### src/rtl/multichannel_counter_bank_pkg.sv
// Shared constants for the multichannel counter bank: terminal modes, count
// directions, per-channel FSM encodings and the channel-select width helper.
package ctr_bank_pkg;

    localparam logic [1:0] MODE_WRAP    = 2'd0;
    localparam logic [1:0] MODE_SAT     = 2'd1;
    localparam logic [1:0] MODE_ONESHOT = 2'd2;

    localparam logic DIR_UP = 1'b0;
    localparam logic DIR_DN = 1'b1;

    localparam logic [0:0] ST_RUN  = 1'b0;
    localparam logic [0:0] ST_DONE = 1'b1;

    // Channel-select width, never narrower than one bit.
    function automatic int unsigned ch_width(input int unsigned ch);
        return (ch > 1) ? $clog2(ch) : 1;
    endfunction

endpackage

### src/rtl/multichannel_counter_bank_if.sv
// Channel-addressed configuration write bus for the counter bank.
interface multichannel_counter_bank_if #(
    parameter int unsigned N  = 8,
    parameter int unsigned CH = 4
);
    localparam int unsigned CH_W = ctr_bank_pkg::ch_width(CH);

    logic            cfg_we;
    logic [CH_W-1:0] cfg_ch;
    logic [N-1:0]    cfg_limit;
    logic [1:0]      cfg_mode;
    logic            cfg_dir;

    modport master (output cfg_we, cfg_ch, cfg_limit, cfg_mode, cfg_dir);
    modport slave  (input  cfg_we, cfg_ch, cfg_limit, cfg_mode, cfg_dir);

endinterface

### src/rtl/multichannel_counter_bank_channel.sv
// One counter channel: up/down count with limit, wrap/saturate/one-shot
// terminal behaviour, registered expiry pulse and sticky flag.
module counter_channel
    import ctr_bank_pkg::*;
#(
    parameter int unsigned N    = 8,
    parameter int unsigned STEP = 1
) (
    input  logic         clk,
    input  logic         rst_n,
    input  logic         cfg_sel,
    input  logic [N-1:0] cfg_limit,
    input  logic [1:0]   cfg_mode,
    input  logic         cfg_dir,
    input  logic         en,
    input  logic         pause,
    input  logic         clr_expired,
    output logic [N-1:0] count,
    output logic         expired_pulse,
    output logic         expired_sticky,
    output logic         running_c
);

    localparam logic [N:0]   STEP_X = (N+1)'(STEP);
    localparam logic [N-1:0] STEP_N = N'(STEP);

    logic [N-1:0] count_q, count_d;
    logic [N-1:0] limit_q, limit_d;
    logic [1:0]   mode_q, mode_d;
    logic         dir_q, dir_d;
    logic [0:0]   state_q, state_d;
    logic         pulse_q, pulse_d;
    logic         sticky_q, sticky_d;
    logic         counting_c;
    logic         terminal_c;

    // Terminal test is done one bit wider so count+STEP cannot overflow.
    always_comb begin
        counting_c = (state_q == ST_RUN) && en && !pause;
        if (dir_q == DIR_DN) terminal_c = {1'b0, count_q} < STEP_X;
        else                 terminal_c = ({1'b0, count_q} + STEP_X) > {1'b0, limit_q};
    end

    always_comb begin
        count_d  = count_q;
        limit_d  = limit_q;
        mode_d   = mode_q;
        dir_d    = dir_q;
        state_d  = state_q;
        pulse_d  = 1'b0;
        sticky_d = clr_expired ? 1'b0 : sticky_q;

        if (cfg_sel) begin
            limit_d = cfg_limit;
            mode_d  = cfg_mode;
            dir_d   = cfg_dir;
            count_d = cfg_dir ? cfg_limit : '0;
            state_d = ST_RUN;
        end else if (counting_c) begin
            if (terminal_c) begin
                pulse_d  = 1'b1;
                sticky_d = 1'b1;
                if (mode_q == MODE_SAT || mode_q == MODE_ONESHOT)
                    count_d = (dir_q == DIR_DN) ? '0 : limit_q;
                else
                    count_d = (dir_q == DIR_DN) ? limit_q : '0;
                if (mode_q == MODE_ONESHOT) state_d = ST_DONE;
            end else if (dir_q == DIR_DN) begin
                count_d = count_q - STEP_N;
            end else begin
                count_d = count_q + STEP_N;
            end
        end
    end

    always_ff @(posedge clk or negedge rst_n) begin
        if (!rst_n) begin
            count_q  <= '0;
            limit_q  <= '1;
            mode_q   <= MODE_WRAP;
            dir_q    <= DIR_UP;
            state_q  <= ST_RUN;
            pulse_q  <= 1'b0;
            sticky_q <= 1'b0;
        end else begin
            count_q  <= count_d;
            limit_q  <= limit_d;
            mode_q   <= mode_d;
            dir_q    <= dir_d;
            state_q  <= state_d;
            pulse_q  <= pulse_d;
            sticky_q <= sticky_d;
        end
    end

    assign count          = count_q;
    assign expired_pulse  = pulse_q;
    assign expired_sticky = sticky_q;
    assign running_c      = counting_c;

endmodule

### src/rtl/multichannel_counter_bank.sv
// Bank of CH independent counters sharing one channel-addressed config port;
// decodes the config target and flattens per-channel outputs.
module multichannel_counter_bank
    import ctr_bank_pkg::*;
#(
    parameter int unsigned N    = 8,
    parameter int unsigned CH   = 4,
    parameter int unsigned STEP = 1
) (
    input  logic                       clk,
    input  logic                       rst_n,
    multichannel_counter_bank_if.slave cfg_bus,
    input  logic [CH-1:0]              en,
    input  logic [CH-1:0]              pause,
    input  logic [CH-1:0]              clr_expired,
    output logic [CH*N-1:0]            count,
    output logic [CH-1:0]              expired_pulse,
    output logic [CH-1:0]              expired_sticky,
    output logic [CH-1:0]              running
);

    localparam int unsigned CH_W = ch_width(CH);

    logic [CH-1:0] cfg_sel_c;

    // Out-of-range channel numbers match no channel and are dropped.
    always_comb begin
        cfg_sel_c = '0;
        for (int unsigned i = 0; i < CH; i++) begin
            if (cfg_bus.cfg_we && (cfg_bus.cfg_ch == CH_W'(i))) cfg_sel_c[i] = 1'b1;
        end
    end

    for (genvar g = 0; g < CH; g++) begin : g_ch
        counter_channel #(
            .N    (N),
            .STEP (STEP)
        ) u_ch (
            .clk            (clk),
            .rst_n          (rst_n),
            .cfg_sel        (cfg_sel_c[g]),
            .cfg_limit      (cfg_bus.cfg_limit),
            .cfg_mode       (cfg_bus.cfg_mode),
            .cfg_dir        (cfg_bus.cfg_dir),
            .en             (en[g]),
            .pause          (pause[g]),
            .clr_expired    (clr_expired[g]),
            .count          (count[g*N +: N]),
            .expired_pulse  (expired_pulse[g]),
            .expired_sticky (expired_sticky[g]),
            .running_c      (running[g])
        );
    end

endmodule

### src/flat_wrapper.sv
// flat-port wrapper written by rule: the top's interface ports become plain ports
module multichannel_counter_bank_flat import ctr_bank_pkg::*;
#(
    parameter int unsigned N    = 8,
    parameter int unsigned CH   = 4,
    parameter int unsigned STEP = 1
)
  (clk, rst_n, en, pause, clr_expired, count, expired_pulse, expired_sticky, running, cfg_bus_cfg_we, cfg_bus_cfg_ch, cfg_bus_cfg_limit, cfg_bus_cfg_mode, cfg_bus_cfg_dir);
  multichannel_counter_bank_if #(.N(N), .CH(CH)) cfg_bus_i ();
  input  logic clk;
  input  logic rst_n;
  input  logic [CH-1:0] en;
  input  logic [CH-1:0] pause;
  input  logic [CH-1:0] clr_expired;
  output logic [CH*N-1:0] count;
  output logic [CH-1:0] expired_pulse;
  output logic [CH-1:0] expired_sticky;
  output logic [CH-1:0] running;
  input wire logic [$bits(cfg_bus_i.cfg_we)-1:0] cfg_bus_cfg_we;
  input wire logic [$bits(cfg_bus_i.cfg_ch)-1:0] cfg_bus_cfg_ch;
  input wire logic [$bits(cfg_bus_i.cfg_limit)-1:0] cfg_bus_cfg_limit;
  input wire logic [$bits(cfg_bus_i.cfg_mode)-1:0] cfg_bus_cfg_mode;
  input wire logic [$bits(cfg_bus_i.cfg_dir)-1:0] cfg_bus_cfg_dir;
  assign cfg_bus_i.cfg_we = cfg_bus_cfg_we;
  assign cfg_bus_i.cfg_ch = cfg_bus_cfg_ch;
  assign cfg_bus_i.cfg_limit = cfg_bus_cfg_limit;
  assign cfg_bus_i.cfg_mode = cfg_bus_cfg_mode;
  assign cfg_bus_i.cfg_dir = cfg_bus_cfg_dir;
  multichannel_counter_bank #(.N(N), .CH(CH), .STEP(STEP)) u_core (.clk(clk), .rst_n(rst_n), .cfg_bus(cfg_bus_i), .en(en), .pause(pause), .clr_expired(clr_expired), .count(count), .expired_pulse(expired_pulse), .expired_sticky(expired_sticky), .running(running));
endmodule
### config.mk
export PLATFORM = sky130hd
export DESIGN_NAME = multichannel_counter_bank_flat
export DESIGN_NICKNAME = d
export VERILOG_FILES = /design/src/rtl/multichannel_counter_bank_pkg.sv /design/src/rtl/multichannel_counter_bank_if.sv /design/src/rtl/multichannel_counter_bank_channel.sv /design/src/rtl/multichannel_counter_bank.sv /design/src/flat_wrapper.sv
export SDC_FILE = /design/constraint.sdc
export NUM_CORES = 1
export LEC_CHECK = 0
export ABC_CLOCK_PERIOD_IN_PS = 2910
export CAP_MARGIN = 30
export CORE_MARGIN = 10
export CORE_UTILIZATION = 46
export DETAILED_ROUTE_END_ITERATION = 16
export GPL_TIMING_DRIVEN = 0
export PLACE_DENSITY = 0.66
export SLEW_MARGIN = 20
export SYNTH_ARGS = -nofsm -noshare
export SYNTH_HDL_FRONTEND = slang
export SYNTH_SLANG_ARGS = --single-unit
export TNS_END_PERCENT = 30
### constraint.sdc
create_clock -name clk -period 2.91 [get_ports clk]
set_clock_uncertainty 0.05 [all_clocks]
set_input_delay 0.582 -clock clk [delete_from_list [all_inputs] [get_ports clk]]
set_output_delay 0.582 -clock clk [all_outputs]
set_load 0.02 [all_outputs]
==> results of run 1 <==
[logic make-up (layout without fill, tap and decap cells)]
kind of cell | count (synthesis) | count (layout)
XOR/XNOR | 52 | 52
adder cells (fa/ha/maj) | 44 | 44
AND/OR/NAND/NOR | 288 | 288
AO/OA/AOI/OAI | 172 | 172
flip-flops | 88 | 88
multiplexers | 8 | 8
buffers and inverters | 117 | 216
[critical path: stages, from the launching register on]
cell	delay, ns
dfrtp_2	0.44
buf_4	0.14
nand3_2	0.12
xnor2_2	0.16
ha_1	0.30
a21oi_1	0.18
nor2b_1	0.09
o311a_4	0.39
a211oi_4	0.31
mux2_2	0.37
a211oi_1	0.25
[metal layers]
| metal | track usage, % | up-vias |
|---|---|---|
| li1 | - | 2907 |
| met1 | 25.9 | 2975 |
| met2 | 31.5 | 240 |
| met3 | 4.08 | 31 |
| met4 | 6.59 | 0 |
| met5 | 0 | - |
[layout by cell type, fill, tap and decap left out, types with 10 or more instances in the layout]
master / synthesis / final
nor2_1: 43 / 39
ha_1: 44 / 39
xor2_1: 23 / 22
nand2_1: 108 / 107
clkbuf_1: 23 / 19
clkdlybuf4s50_1: 0 / 63
buf_4: 18 / 37
a32oi_1: 15 / 15
inv_1: 52 / 52
nand4_1: 11 / 11
dfstp_2: 32 / 32
o211ai_1: 16 / 16
xnor2_1: 29 / 25
or3_1: 11 / 11
a21oi_1: 18 / 18
dfrtp_1: 56 / 48
o21ai_0: 58 / 57
buf_6: 4 / 13
a31oi_1: 10 / 10
nand3_1: 47 / 40
nor3_1: 17 / 14
[worst min path at each step]
stage / startpoint / end / slack [ns] / depth (start not counted)
after floorplan: rst_n / u_core.g_ch[0].u_ch.count[0] / 0.24 / 0
after global placement: u_core.g_ch[1].u_ch.expired_sticky / u_core.g_ch[1].u_ch.expired_sticky / 0.41 / 1
after detailed placement: u_core.g_ch[2].u_ch.mode_q[1] / u_core.g_ch[2].u_ch.mode_q[1] / 0.42 / 2
after CTS: rst_n / u_core.g_ch[3].u_ch.count[2] / 0.14 / 1
after global routing: rst_n / u_core.g_ch[3].u_ch.count[2] / 0.16 / 1
final: rst_n / u_core.g_ch[3].u_ch.count[2] / 0.13 / 1
[per-stage QoR]
stage	instances	worst slack [ns]	cell area, sq um	hold slack (ns)
final	1048	0.0000233	8110	0.127
after global routing	1048	-0.128	8110	0.158
after CTS	1044	-0.0102	7900	0.143
after detailed placement	1016	-0.410	7390	0.418
after global placement	1015	-2.36	7370	0.411
after floorplan	769	-0.0135	6480	0.236
[sequential cells by signal, summed over array words and instances (netlist names)]
signal,count
u_core.g_ch.u_ch.count,32
u_core.g_ch.u_ch.dir_q,4
u_core.g_ch.u_ch.expired_pulse,4
u_core.g_ch.u_ch.expired_sticky,4
u_core.g_ch.u_ch.limit_q,32
u_core.g_ch.u_ch.mode_q,8
u_core.g_ch.u_ch.state_q,4
[cell type report]
class	count	area [sq um]
Tap cell	180	225
Timing Repair Buffer	86	831
Fill cell	1251	5710
Buffer	60	388
Clock inverter	3	17.5
Inverter	54	205
Multi-Input combinational cell	564	3930
Clock buffer	13	260
Sequential cell	88	2250
[report_power, final]
part | internal [uW] | switching (uW) | leakage, uW
logic | 2180 | 2560 | 0.00217
clock network | 624 | 487 | 0.000136
registers | 1630 | 394 | 0.00104
total | 4440 | 3440 | 0.00334
[repair_timing]
| action | 4_1_cts | 5_1_grt |
|---|---|---|
| buffers inserted | 13 | 6 |
| resized for setup | 36 | 41 |
| endpoints found under the setup margin | 40 | 39 |
| pin swaps | 8 | 9 |
==> impl_metrics.env, run 1 <==
export IMPL_yosys_warnings=0
export IMPL_die_y_um=139
export IMPL_end_kind="flop"
export IMPL_root_buffer="clkbuf_16"
export IMPL_syn_area_sq_um=6480
export IMPL_diodes=0
export IMPL_numPortBuffers=66
export IMPL_cts_tree="yes"
export IMPL_maxCapViolations=0
export IMPL_post_route_min_period_ns=2.91
export IMPL_synth_common_cells="nand2_1, o21ai_0, dfrtp_1"
export IMPL_hold_buffers=0
export IMPL_route_vias_total=6153
export IMPL_synth_edff_count=0
export IMPL_die_x_um=139
export IMPL_synth_compound_area_share_pct=18.2
export IMPL_yosysSeqAreaShare_pct=34.6
export IMPL_hold_path_class="in2async"
export IMPL_grt_max_degree=57
export IMPL_synth_top_area_cell="dfrtp_1"
export IMPL_synth_area_leaders="dfrtp_1, dfstp_2, ha_1"
export IMPL_tightest_slew_ns=0.822
export IMPL_fin_crit_sh_pct=100
export IMPL_grt_pass1_wl_um=31500
export IMPL_hpwlAfterDp_um=14500
export IMPL_grt_antenna_before_repair=0
export IMPL_clk_latency_ns=0.35
export IMPL_rr_worst_depth=10
export IMPL_drt_iter0_drc=557
export IMPL_finalHoldViolCount=0
export IMPL_total_power_uw=7880
export IMPL_met1_length_um=8780
export IMPL_routed_wl_met2_um=9430
export IMPL_clockBufferDepth=2
export IMPL_nets=935
export IMPL_yosys_area_top_type_share_pct=21.6
export IMPL_via_per_inst=5.87
export IMPL_syn_avg_cell_area_sq_um=8.42
export IMPL_outcome="complete, no violations"
export IMPL_crit_reg2reg_launch="u_core.g_ch[2].u_ch.count[1]"
export IMPL_grtUsageTotal_pct=19.7
export IMPL_ant_nets=0
export IMPL_drcViolationCount=0
export IMPL_gp_congestion=0.931
export IMPL_synth_cell_types=71
export IMPL_die_area_sq_um=19200
export IMPL_r2r_slack_ns=0.00002
export IMPL_met3_length_um=1400
export IMPL_critical_path_startpoint_type="flop"
export IMPL_clk_pin_slew_worst_paths_ns=0.06
export IMPL_cp_max_fo=6
export IMPL_required_ns=3.11
export IMPL_power_leakage_uw=0.00334
export IMPL_synth_xor_area_share_pct=7.03
export IMPL_yosysMostFrequentCell="nand2_1"
export IMPL_setup_tns_ns=0
export IMPL_synthSimpleGateAreaFrac_pct=21.8
export IMPL_postSynth_asyncResetShare_pct=100
export IMPL_yosys_area_share_adder_pct=8.50
export IMPL_ys_seq_elements=88
export IMPL_timing_fmax_ghz=0.344
export IMPL_cts_buffers=9
export IMPL_ir_worst_vdd_mv=0.495
export IMPL_critPathCapture="u_core.g_ch[2].u_ch.count[3]"
export IMPL_synthMuxAreaShare_pct=1.29
export IMPL_cts_sinks=88
export IMPL_wl_per_cell_um=19.1
export IMPL_rsz0062_at_grt="true"
export IMPL_drtPass1Iterations=5
export IMPL_p_per_area_nw_per_um2=972
export IMPL_core_area_sq_um=13800
export IMPL_routed_wl_um=20000
export IMPL_grt_pass1_vias=5815
export IMPL_area_delta_synth_final_pct=25.2
export IMPL_setup_violations=0
export IMPL_synth_nets=841
export IMPL_grt_overflow=0
export IMPL_htreeDepth=3
export IMPL_max_slew_margin_pct=45.0
export IMPL_final_util_pct=58.7
export IMPL_arrival_ns=3.11
export IMPL_criticalPathCategory="reg2reg"
export IMPL_slew_viol_final=0
export IMPL_syn_instance_count=769
export IMPL_startpoint="u_core.g_ch[2].u_ch.count[1]"
export IMPL_synth_main_ff_cell="dfrtp_1"
export IMPL_worstReg2RegEnd="u_core.g_ch[2].u_ch.count[3]"
export IMPL_synth_top_family_by_area="simple AND/OR/NAND/NOR gates"
export IMPL_rows=43
export IMPL_start_util_pct=46.8
export IMPL_io_pins=72
export IMPL_top_layer="met4"
export IMPL_drive_above_1_share_pct=19.8
Power figures use the tool's default switching activity.
==> run 2, diff against run 1 <==
- CORE_UTILIZATION: 46 -> 50
- PLACE_DENSITY: 0.66 -> 0.71
==> run 2 against run 1 <==
  * Sequential power hardly changed
  * Largest cell class unchanged
  * Count of clock-buffer cells in the layout stayed put
  * Cell count hardly changed
  * Worst hold slack better by 0.025 ns
  * Register-to-register slack better by 0.04 ns
  * First-iteration DRC count is 27% higher
  * Final area is 0.97% higher
  * Sequential share of layout area is 0.25 points lower
  * Global-route usage is 2.4 points higher
  * Critical path depth is 2 higher
  * Highest routed layer unchanged
  * Maximum frequency is 1.3% higher
==> impl_metrics.env, run 2 (synthesis results as in run 1) <==
export IMPL_diodes=0
export IMPL_hpwlAfterDp_um=14400
export IMPL_start_util_pct=51.1
export IMPL_htreeDepth=3
export IMPL_clockBufferDepth=2
export IMPL_grt_antenna_before_repair=0
export IMPL_fillers=1080
export IMPL_crit_reg2reg_launch="u_core.g_ch[2].u_ch.count[0]"
export IMPL_root_buffer="clkbuf_16"
export IMPL_setup_violations=0
export IMPL_worstReg2RegEnd="u_core.g_ch[2].u_ch.count[5]"
export IMPL_outcome="complete, no violations"
export IMPL_area_delta_synth_final_pct=26.5
export IMPL_post_route_min_period_ns=2.87
export IMPL_cts_tree="yes"
export IMPL_slew_viol_final=0
export IMPL_mostFrequentLayoutCells="nand2_1, clkdlybuf4s50_1, o21ai_0, inv_1, dfrtp_1"
export IMPL_required_ns=3.08
export IMPL_drcViolationCount=0
export IMPL_worst_slack_ns=0.0378
export IMPL_crit_top_cell="ha_4"
export IMPL_numPortBuffers=66
export IMPL_core_area_sq_um=12700
export IMPL_critPathTopFamily="compound AO/OA/AOI/OAI gates"
export IMPL_ant_nets=0
export IMPL_ir_worst_vdd_mv=0.566
export IMPL_drt_iter0_drc=705
export IMPL_die_area_sq_um=17900
export IMPL_io_pins=72
export IMPL_rows=41
export IMPL_r2r_slack_ns=0.04
export IMPL_die_y_um=134
export IMPL_routed_wl_um=20200
export IMPL_gp_congestion=0.955
export IMPL_path_cells="ha_4 > nand3_4 > xnor2_4 > ha_4 > and3_4 > o21a_1 > o311a_4 > a211oi_4 > buf_6 > buf_4 > o41a_1 > a211oi_2"
export IMPL_cp_slowest_cell="dfrtp_2"
export IMPL_placedCellCount=1008
export IMPL_max_slew_margin_pct=49.1
export IMPL_critical_path_startpoint_type="flop"
export IMPL_power_leakage_uw=0.00338
export IMPL_timing_fmax_ghz=0.348
export IMPL_final_common_cell="nand2_1"
export IMPL_drtPass1Iterations=5
export IMPL_clk_pin_slew_worst_paths_ns=0.06
export IMPL_cp_num_buf_inv=2
export IMPL_grt_pass1_vias=6243
export IMPL_nets=942
export IMPL_hold_path_class="in2async"
export IMPL_cts_sinks=88
export IMPL_clk_latency_ns=0.35
export IMPL_grt_max_degree=53
export IMPL_rr_worst_depth=12
export IMPL_place_ws_ns=-0.437
export IMPL_die_x_um=134
export IMPL_drive_above_1_share_pct=20.6
export IMPL_grt_overflow=0
export IMPL_finalHoldViolCount=0
export IMPL_arrival_ns=3.04
export IMPL_wl_per_cell_um=19.3
export IMPL_via_per_inst=6.01
export IMPL_cp_slowest_stage_delay_ns=0.43
export IMPL_grtUsageTotal_pct=22.1
export IMPL_route_vias_total=6296
export IMPL_rsz0062_at_grt="true"
export IMPL_hold_buffers=0
export IMPL_tightest_slew_ns=0.761
export IMPL_p_per_area_nw_per_um2=975
export IMPL_grt_pass1_wl_um=32500
export IMPL_cts_buffers=9
export IMPL_fin_crit_sh_pct=98.7
export IMPL_cp_max_fo=5
export IMPL_end_kind="flop"
export IMPL_layoutNonFillerInstCount=1047
export IMPL_maxCapViolations=0
export IMPL_criticalPathCategory="reg2reg"
[run 2: changes by cell type in the layout (fill, tap and decap cells not counted), sizes merged]
cell	previous run	this run
buf	63	71
clkbuf	33	31
dlygate4sd2	0	1
[run 2: layer usage]
metal / GRT usage, % / part of all wire (%) / vias up
met4: 7.26 / 2.2 / 0
met3: 3.85 / 6.8 / 41
met2: 36.7 / 49 / 275
met1: 28.6 / 42 / 3052
met5: 0 / 0 / -
li1: - / - / 2928
[run 2: how the worst max path moves through the flow]
stage                                       from                           end  cells past startpoint
floorplan           u_core.g_ch[3].u_ch.count[1]  u_core.g_ch[3].u_ch.count[0]                     11
global placement                           rst_n  u_core.g_ch[3].u_ch.count[0]                      1
detailed placement  u_core.g_ch[2].u_ch.count[0]  u_core.g_ch[2].u_ch.count[3]                     10
CTS                 u_core.g_ch[1].u_ch.count[1]  u_core.g_ch[1].u_ch.count[4]                     11
global route        u_core.g_ch[0].u_ch.count[6]  u_core.g_ch[0].u_ch.count[0]                     11
finish              u_core.g_ch[2].u_ch.count[0]  u_core.g_ch[2].u_ch.count[5]                     12
[run 2: metrics by stage]
step                power, uW  utilization [%]  TNS [ns]  instance area, sq um  hold WS, ns
finish                   7990             64.6         0                  8190        0.152
global placement         5990             58.1   -150.93                  7360        0.410
global route             8520             64.6    -0.368                  8190        0.170
CTS                      7570             62.2    -0.383                  7880        0.165
detailed placement       6120             58.3     -9.85                  7380        0.417
floorplan                4780                -   -0.0135                  6480        0.236
[run 2: worst register-to-register path: cells and delay by family, from the launching register on]
family / cells / cell delay (ns)
AO/OA/AOI/OAI: 5 / 1.03
XOR/XNOR: 1 / 0.24
flip-flops: 1 / 0.43
adder cells (fa/ha/maj): 2 / 0.43
buffers and inverters: 2 / 0.29
AND/OR/NAND/NOR: 2 / 0.29
[run 2: timing repair]
| action | 4_1_cts | 5_1_grt |
|---|---|---|
| cloned | 0 | 1 |
| pin swaps | 8 | 20 |
| resized for setup | 33 | 51 |
| endpoints found under the setup margin | 41 | 40 |
| buffers inserted | 13 | 13 |
[run 2: layout make-up]
class                           instances  area [sq um]  share of cell area [%]
Clock inverter                          3          17.5                   0.214
Sequential cell                        88          2250                    27.5
Tap cell                              172           215                    2.63
Clock buffer                           13           260                    3.18
Buffer                                 59           375                    4.58
Inverter                               54           204                    2.49
Multi-Input combinational cell        564          3970                    48.4
Timing Repair Buffer                   94           897                    11.0
[run 2: where the power goes]
group          internal, uW  total [uW]  switching [uW]
Sequential             1630        2010             380
Combinational          2240        4860            2610
Clock                   624        1120             491
Total                  4500        7990            3480
==> run 3, diff against run 2 <==
- CORE_ASPECT_RATIO: unset -> 0.5
- CORE_MARGIN: 10 -> 3
==> run 3 against run 2 <==
  * The run now ends with negative setup slack left
  * Sequential power is essentially flat
  * Utilization grew 3.0 points
  * First-iteration DRC count shrank 2.8%
  * Largest cell class unchanged
  * Count of clock-buffer cells in the layout shrank 4
  * Register-to-register slack lost 0.12 ns
  * Worst hold slack lost 0.12 ns
  * Die area shrank 19%
  * Highest routed layer unchanged
  * Clock power grew 7%
  * Critical path depth shrank 1
==> impl_metrics.env, run 3 (synthesis results as in run 1) <==
export IMPL_outcome="finished, violations left"
export IMPL_violations="negative setup slack"
export IMPL_start_util_pct=53.0
export IMPL_cp_max_fo=4
export IMPL_power_leakage_uw=0.00344
export IMPL_timing_fmax_ghz=0.334
export IMPL_grtUsageTotal_pct=27.9
export IMPL_tightest_slew_ns=0.837
export IMPL_cts_tree="yes"
export IMPL_max_slew_margin_pct=44.2
export IMPL_switching_share_pct=43.7
export IMPL_p_per_area_nw_per_um2=990
export IMPL_final_common_cell="nand2_1"
export IMPL_placedCellCount=1001
export IMPL_holdWs_ns=0.0350
export IMPL_drive_above_1_share_pct=21.3
export IMPL_fin_area_sq_um=8280
export IMPL_startpoint="u_core.g_ch[2].u_ch.count[0]"
export IMPL_clk_latency_ns=0.35
export IMPL_critical_path_startpoint_type="flop"
export IMPL_numPortBuffers=66
export IMPL_grt_antenna_before_repair=0
export IMPL_grt_pass1_vias=5966
export IMPL_maxCapViolations=0
export IMPL_slew_viol_final=0
export IMPL_io_pins=72
export IMPL_critPathTopFamily="simple AND/OR/NAND/NOR gates"
export IMPL_finalHoldViolCount=0
export IMPL_hold_buffers=0
export IMPL_grt_max_degree=66
export IMPL_via_per_inst=6.11
export IMPL_layoutNonFillerInstCount=1049
export IMPL_r2r_slack_ns=-0.09
export IMPL_clk_pin_slew_worst_paths_ns=0.07
export IMPL_wl_per_cell_um=19.2
export IMPL_die_area_sq_um=14400
export IMPL_drt_iter0_drc=685
export IMPL_end_kind="flop"
export IMPL_root_buffer="clkbuf_16"
export IMPL_p_comb_share_pct=60.9
export IMPL_rows=28
export IMPL_final_util_pct=67.7
export IMPL_hpwlAfterDp_um=13600
export IMPL_grt_overflow=0
export IMPL_intPower_uw=4610
export IMPL_ir_worst_vdd_mv=0.487
export IMPL_path_cells="buf_6 > and3_4 > nand3_4 > nor2_4 > xor2_1 > ha_1 > and3_4 > nand4_1 > a211oi_4 > mux2_4 > a211oi_4"
export IMPL_rsz0062_at_grt="true"
export IMPL_pwr_share_seq_pct=24.4
export IMPL_cp_slowest_cell="a211oi_4"
export IMPL_rr_worst_depth=11
export IMPL_post_route_min_period_ns=3.00
export IMPL_crit_reg2reg_launch="u_core.g_ch[2].u_ch.count[0]"
export IMPL_fin_crit_sh_pct=103
export IMPL_worstReg2RegEnd="u_core.g_ch[2].u_ch.count[4]"
export IMPL_routed_wl_um=20100
export IMPL_cp_num_buf_inv=1
export IMPL_core_area_sq_um=12200
export IMPL_arrival_ns=3.21
export IMPL_route_vias_total=6407
export IMPL_required_ns=3.12
export IMPL_htreeDepth=3
export IMPL_drtPass1Iterations=5
export IMPL_ant_nets=0
export IMPL_clkPwrFrac_pct=14.7
export IMPL_diodes=0
export IMPL_worst_slack_ns=-0.0857
export IMPL_clockBufferDepth=2
export IMPL_grt_pass1_wl_um=32200
export IMPL_p_switching_uw=3580
export IMPL_setup_violations=2
export IMPL_cp_slowest_stage_delay_ns=0.46
export IMPL_gp_congestion=0.942
export IMPL_hold_path_class="in2async"
export IMPL_mostFrequentLayoutCells="nand2_1, clkdlybuf4s50_1, o21ai_0, inv_1, buf_4"
export IMPL_die_x_um=167
export IMPL_die_y_um=86.5
export IMPL_area_delta_synth_final_pct=27.8
export IMPL_place_area_sq_um=7380
export IMPL_drcViolationCount=0
export IMPL_criticalPathCategory="reg2reg"
export IMPL_cts_buffers=9
export IMPL_nets=951
export IMPL_cts_sinks=88
[run 3: timing repair]
item	in CTS	in global routing
setup endpoints to repair	41	39
gates cloned	0	1
pin swaps	12	25
setup buffers	17	16
resized for setup	46	37
[run 3: cell type report]
class / instances / area, sq um
multi-input combinational: 564 / 3970
fill: 987 / 3950
sequential: 88 / 2250
timing repair buffer: 102 / 958
buffer: 60 / 385
clock buffer: 9 / 225
tap: 165 / 206
inverter: 54 / 204
clock inverter: 7 / 72.6
[run 3: power groups by stage]
stage               Sequential [uW]  Clock (uW)  Combinational (uW)
floorplan                      2140           0                2640
global placement               1970           0                4030
detailed placement             1970           0                4090
CTS                            1940        1220                4600
global route                   2050        1270                5420
finish                         2000        1200                4990
[run 3: worst max-delay path by stage]
stage                                         to  depth (start not counted)
finish              u_core.g_ch[2].u_ch.count[4]                         11
global route        u_core.g_ch[2].u_ch.count[4]                         11
CTS                 u_core.g_ch[2].u_ch.count[5]                         12
detailed placement  u_core.g_ch[3].u_ch.count[0]                         11
global placement    u_core.g_ch[3].u_ch.count[0]                          1
floorplan           u_core.g_ch[3].u_ch.count[0]                         11
[run 3: layer usage]
| metal | GRT usage [%] | part of all wire [%] |
|---|---|---|
| met1 | 40.8 | 46 |
| met2 | 42.6 | 44 |
| met3 | 6.29 | 8.5 |
| met4 | 5.91 | 1.4 |
| met5 | 0 | 0 |
[run 3: stage by stage]
stage	setup TNS [ns]	setup slack, ns	power [uW]
after floorplan	-0.0135	-0.0135	4780
after global placement	-160.99	-2.46	6000
after detailed placement	-9.47	-0.514	6060
after CTS	-0.0233	-0.0233	7760
after global routing	-1.02	-0.169	8730
final	-0.112	-0.0857	8200
